[src/rtl/fir_pkg.sv]
// Shared types and helpers for the time-multiplexed FIR sequencer.
package fir_pkg;

    typedef enum logic [1:0] {
        INIT,
        IDLE,
        MAC,
        DRAIN
    } state_t;

    localparam int unsigned WD_IN  = 24;
    localparam int unsigned WD_OUT = 24;

    // (a - b) mod n for a, b < n, without relying on power-of-two wrap.
    function automatic int unsigned wrap_sub(input int unsigned a, input int unsigned b,
                                             input int unsigned n);
        return (a >= b) ? (a - b) : (a + n - b);
    endfunction

endpackage

[src/rtl/fir_addr_ctr.sv]
// Up-counter with terminal-count flag; the owner clears it on wrap to make it mod-N.
module fir_addr_ctr #(
    parameter int unsigned N  = 64,
    parameter int unsigned AW = $clog2(N)
) (
    input  logic          clk,
    input  logic          reset_n,
    input  logic          en,
    input  logic          clr,
    output logic [AW-1:0] count,
    output logic          wrap
);

    assign wrap = (count == AW'(N - 1));

    always_ff @(posedge clk) begin
        if (!reset_n) begin
            count <= '0;
        end else if (clr) begin
            count <= '0;
        end else if (en) begin
            count <= count + 1'b1;
        end
    end

endmodule

[src/rtl/fir_mac_sequencer.sv]
// Sequencer for a shared-MAC FIR: delay-line write, tap address stepping,
// accumulator enable/clear alignment and completion pulse.
module fir_mac_sequencer
    import fir_pkg::*;
#(
    parameter int unsigned N_TAPS = 64,
    parameter int unsigned PIPE   = 2,
    parameter int unsigned AW     = $clog2(N_TAPS)
) (
    input  logic          clk,
    input  logic          reset_n,
    input  logic          in_valid,
    output logic          in_ready,
    output logic          wr_en,
    output logic [AW-1:0] wr_addr,
    output logic          zero_sel,
    output logic [AW-1:0] rd_addr,
    output logic [AW-1:0] coef_addr,
    output logic          acc_clr,
    output logic          acc_en,
    output logic          acc_done,
    output logic          busy
);

    localparam int unsigned DW = (PIPE > 0) ? $clog2(PIPE + 1) : 1;

    state_t          state;
    logic            init_go;
    logic [DW-1:0]   drain_cnt;
    logic            drain_last;

    logic [AW-1:0]   tap;
    logic            tap_wrap;
    logic            tap_en;
    logic [AW-1:0]   ptr;
    logic            ptr_wrap;

    logic            issue;
    logic            first;

    // init_go holds off the clearing sweep for the cycle after a reset edge,
    // so every strobe is low while reset is being applied.
    assign tap_en     = ((state == INIT) && init_go) || (state == MAC);
    assign drain_last = (state == DRAIN) && (drain_cnt == DW'(PIPE));

    fir_addr_ctr #(
        .N  (N_TAPS),
        .AW (AW)
    ) u_tap_ctr (
        .clk     (clk),
        .reset_n (reset_n),
        .en      (tap_en),
        .clr     (tap_en && tap_wrap),
        .count   (tap),
        .wrap    (tap_wrap)
    );

    fir_addr_ctr #(
        .N  (N_TAPS),
        .AW (AW)
    ) u_ptr_ctr (
        .clk     (clk),
        .reset_n (reset_n),
        .en      (drain_last),
        .clr     (drain_last && ptr_wrap),
        .count   (ptr),
        .wrap    (ptr_wrap)
    );

    always_ff @(posedge clk) begin
        if (!reset_n) begin
            state     <= INIT;
            init_go   <= 1'b0;
            drain_cnt <= '0;
        end else begin
            case (state)
                INIT: begin
                    init_go <= 1'b1;
                    if (init_go && tap_wrap) begin
                        state <= IDLE;
                    end
                end
                IDLE: begin
                    if (in_valid) begin
                        state <= MAC;
                    end
                end
                MAC: begin
                    if (tap_wrap) begin
                        state     <= DRAIN;
                        drain_cnt <= '0;
                    end
                end
                DRAIN: begin
                    if (drain_last) begin
                        state <= IDLE;
                    end else begin
                        drain_cnt <= drain_cnt + 1'b1;
                    end
                end
                default: state <= INIT;
            endcase
        end
    end

    assign in_ready  = (state == IDLE);
    assign busy      = (state != IDLE);
    assign zero_sel  = (state == INIT) && init_go;
    assign wr_en     = zero_sel || ((state == IDLE) && in_valid);
    assign wr_addr   = (state == INIT) ? tap : ptr;
    assign coef_addr = tap;
    assign rd_addr   = AW'(wrap_sub(32'(ptr), 32'(tap), N_TAPS));
    assign acc_done  = drain_last;

    assign issue = (state == MAC);
    assign first = issue && (tap == '0);

    // Issue/first flags ride a PIPE-deep delay so they meet the product at the accumulator.
    if (PIPE == 0) begin : g_nopipe
        assign acc_en  = issue;
        assign acc_clr = first;
    end else begin : g_pipe
        logic [PIPE-1:0] en_sr;
        logic [PIPE-1:0] clr_sr;

        always_ff @(posedge clk) begin
            if (!reset_n) begin
                en_sr  <= '0;
                clr_sr <= '0;
            end else begin
                en_sr[0]  <= issue;
                clr_sr[0] <= first;
                for (int unsigned i = 1; i < PIPE; i++) begin
                    en_sr[i]  <= en_sr[i-1];
                    clr_sr[i] <= clr_sr[i-1];
                end
            end
        end

        assign acc_en  = en_sr[PIPE-1];
        assign acc_clr = clr_sr[PIPE-1];
    end

endmodule

[config.mk]
export PLATFORM = sky130hd
export DESIGN_NAME = fir_mac_sequencer
export DESIGN_NICKNAME = d
export VERILOG_FILES = /design/src/rtl/fir_pkg.sv /design/src/rtl/fir_addr_ctr.sv /design/src/rtl/fir_mac_sequencer.sv
export SDC_FILE = /design/constraint.sdc
export NUM_CORES = 1
export LEC_CHECK = 0
export CORE_ASPECT_RATIO = 1.75
export CORE_MARGIN = 4
export CORE_UTILIZATION = 46
export CTS_CLUSTER_SIZE = 24
export DETAILED_ROUTE_END_ITERATION = 8
export PLACE_DENSITY_LB_ADDON = 0.25
export SYNTH_ARGS = -nofsm -noshare
export SYNTH_HDL_FRONTEND = slang
export SYNTH_SLANG_ARGS = --single-unit
[constraint.sdc]
create_clock -name clk -period 1.6 [get_ports clk]
set_input_delay 0.32 -clock clk [delete_from_list [all_inputs] [get_ports clk]]
set_output_delay 0.32 -clock clk [all_outputs]
set_load 0.01 [all_outputs]
==> impl_metrics.csv <==
group,metric,value,unit
routing,drc_errors,0,
grt,grt_max_degree,13,
clock_tree,hold_buffers,0,
logic_synthesis,syn-cell-area,1358,um^2
setup_path,critical_path_class,"register to output port",
power_and_ir_drop,power_density,885.6,nW/um^2
cells_and_area,diodes,0,
setup_path,critPathBufInv,2,
floorplanning,rows,25,
clock_tree,h-tree-depth,1,
clock_tree,cts_sinks,21,
setup_path,start_kind,"register",
power_and_ir_drop,irDropWorstVdd,0.0008241,V
setup_path,cp_top_family,"adder cells",
sta,period_minus_slack,2.118,ns
routing,drtIter0Drc,68,
hold_path,min-delay-start,"g_pipe.clr_sr[0]$_SDFF_PN0_",
routing,vias,1541,
sta,setup_ws,-0.5177,ns
logic_synthesis,synth_nets,181,
floorplanning,fp.dieArea,3919,um^2
routing,ant_nets,0,
grt,overflow,0,
setup_path,reg2reg_slack,-0.08,ns
routing,viasPerCell,5.707,
hold_path,hold_depth,1,
setup_path,worst_ep_required_time,1.28,ns
cells_and_area,drive_above_1_share,0.5021,
floorplanning,die_height,79.87,um
sta,max_freq,472.2,MHz
setup_path,cpPeakStageDelay,0.36,ns
grt,antenna_found_initial,0,
grt,grt.busiest_layer,"met2",
clock_tree,path_clk_slew,0.08,ns
cells_and_area,fillers,163,
sta,setup_viol,13,
floorplanning,core_area,2753,um^2
setup_path,r2r_start,"state[0]$_SDFFE_PN0P_",
setup_path,rr_endpoint,"state[1]$_SDFFE_PN0P_",
outcome,status,"finished, violations left",
hold_path,hold_end,"g_pipe.clr_sr[1]$_SDFF_PN0_",
cells_and_area,syn_to_final_growth,67.56,%
sta,finalCritPeriodShare,1.324,
cells_and_area,finalCoreUtilization,0.8264,
sta,worstMarginPinSlew,0.3490,ns
place,gp_congestion,0.9339,
sta,skew,0.001006,ns
grt,use_met3,0.03738,
outcome,violations,"setup timing",
sta,finalHoldViolCount,0,
place,dp_cells,256,
grt,use_met2,0.5026,
logic_synthesis,synth.distinct_cells,46,
setup_path,arrival,1.80,ns
routing,detail_route.wl_per_cell,18.14,um
grt,grt_pass1_wl,7569,um
floorplanning,io_pins,28,
clock_tree,ctsLongestPathBuffers,2,
clock_tree,clock_insertion_delay_worst_skew,0.26,ns
logic_synthesis,synth-seq-cells,21,
grt,gr-usage-met1,0.2236,
sta,maxSlewHeadroom,0.7659,
routing,dr.pass1.iters,5,
logic_synthesis,seq_area_frac_synth,0.3097,
place,dp_hpwl,3243,um
setup_path,cp_slowest_cell,"fa_2",
place,port_buffers,27,
setup_path,rr_worst_depth,8,
power_and_ir_drop,power.leakage,0.001094,uW
logic_synthesis,yosys_warnings,0,
sta,rsz0062_at_grt,"yes",
cells_and_area,layout_commonest_cell,"buf_4",
cells_and_area,finalNetCount,261,
sta,drv_slew,0,
setup_path,worst_setup_path_end_kind,"output port",
logic_synthesis,synthFlopType,"dfxtp_1",
floorplanning,die_w,49.07,um
routing,routed_wl,4899,um
grt,globalRouteTotalUtil,0.2449,
clock_tree,cts_inserted_buffers,3,
setup_path,crit_fanout,2,
setup_path,crit_chain,"inv_2, ha_4, fa_2, nand2b_4, a21oi_2, nor2_1, xnor2_1, buf_2",
hold_path,min_path_type,"register to register",
floorplanning,start_util,0.4932,
cells_and_area,fin_cells,270,
clock_tree,cts_tree,"done",
logic_synthesis,avgSynthCellArea,8.278,um^2
logic_synthesis,synthArstFlopShare,0,
logic_synthesis,synth-edff-count,0,
power_and_ir_drop,p_total,2014,uW
logic_synthesis,syn_inst,164,
sta,whs,0.4452,ns
grt,grt_pass1_vias,1614,
clock_tree,root_buffer,"clkbuf_8",
flow_run,maxCapViolCount,0,
cells_and_area,final_cell_mix,"buf_4 (39), nand2_1 (17), buf_6 (17), nor2_1 (14)",
## through the flow
step	TNS, ns	setup WS, ns	area, um^2
after floorplan	-0.1656	-0.1656	1419
after CTS	-2.744	-0.5051	2182
after detailed placement	-5.718	-0.6770	2011
after global placement	-4.563	-0.5712	2011
after global routing	-3.928	-0.5995	2275
final	-3.218	-0.5177	2275
## cell type report
cell class | count | area (um^2) | area share
Sequential cell | 21 | 435.4 | 0.1914
Clock buffer | 3 | 41.29 | 0.01815
Clock inverter | 1 | 5.005 | 0.002200
Tap cell | 27 | 33.78 | 0.01485
Multi-Input combinational cell | 123 | 1037 | 0.4560
Timing Repair Buffer | 78 | 658.1 | 0.2893
Inverter | 17 | 63.81 | 0.02805
## cell families (layout without fill, tap and decap cells)
| group | count (synthesis) | count (layout) | share of synthesized area |
|---|---|---|---|
| buf+inv | 20 | 99 | 0.06174 |
| flops | 21 | 21 | 0.3097 |
| simple gates | 63 | 63 | 0.2314 |
| mux | 5 | 5 | 0.04055 |
| fa+ha+maj | 14 | 14 | 0.1346 |
| xor+xnor | 9 | 9 | 0.06360 |
| compound gates | 32 | 32 | 0.1585 |
## state kept, by name, summed over array words and instances, names as in the netlist
name,cells
drain_cnt,2
g_pipe.clr_sr,2
g_pipe.en_sr,2
init_go,1
state,2
u_ptr_ctr.count,6
u_tap_ctr.count,6
## report_power, final
part | internal [uW] | switching, uW | leakage (uW)
clock network | 173 | 179 | 0.0000255
registers | 554 | 27.0 | 0.000175
logic | 592 | 489 | 0.000893
total | 1320 | 695 | 0.00109
## how the worst max path moves through the flow
stage | from | end | cells past startpoint
3_3_place_gp | u_ptr_ctr.count[0]$_SDFFE_PP0P_ | rd_addr[4] | 8
2_1_floorplan | u_ptr_ctr.count[0]$_SDFFE_PP0P_ | rd_addr[4] | 7
3_5_place_dp | u_ptr_ctr.count[0]$_SDFFE_PP0P_ | rd_addr[4] | 8
6_report | u_ptr_ctr.count[0]$_SDFFE_PP0P_ | rd_addr[4] | 8
4_1_cts | u_ptr_ctr.count[0]$_SDFFE_PP0P_ | rd_addr[4] | 8
5_1_grt | u_ptr_ctr.count[0]$_SDFFE_PP0P_ | rd_addr[4] | 8
## per-layer routing
layer	up-vias	part of all wire
met1	748	0.32
met5	-	0
met3	20	0.034
met2	55	0.60
li1	718	-
met4	0	0.036
## cells in the mapped netlist, drive strengths merged, types with 2 or more instances
master / n / area (um^2)
a21boi: 2 / 15.01
a21o: 3 / 22.52
a21oi: 8 / 43.79
and2: 6 / 37.54
and3: 3 / 18.77
buf: 2 / 16.26
dfxtp: 21 / 420.4
ha: 13 / 162.7
inv: 17 / 63.81
mux2: 4 / 45.04
nand2: 20 / 77.58
nand2b: 2 / 12.51
nand3: 7 / 40.04
nand4: 2 / 12.51
nor2: 15 / 56.30
nor3: 2 / 10.01
nor4: 2 / 18.77
o21ai: 6 / 30.02
o31ai: 2 / 15.01
xnor2: 6 / 52.55
xor2: 3 / 33.79
## repair_timing
action | 4_1_cts | 5_1_grt
setup endpoints to repair | 30 | 32
gates resized for setup | 94 | 34
pin swaps | 7 | 7
buffers inserted | 8 | 6
Note: power is estimated with default switching activity, not from simulation.
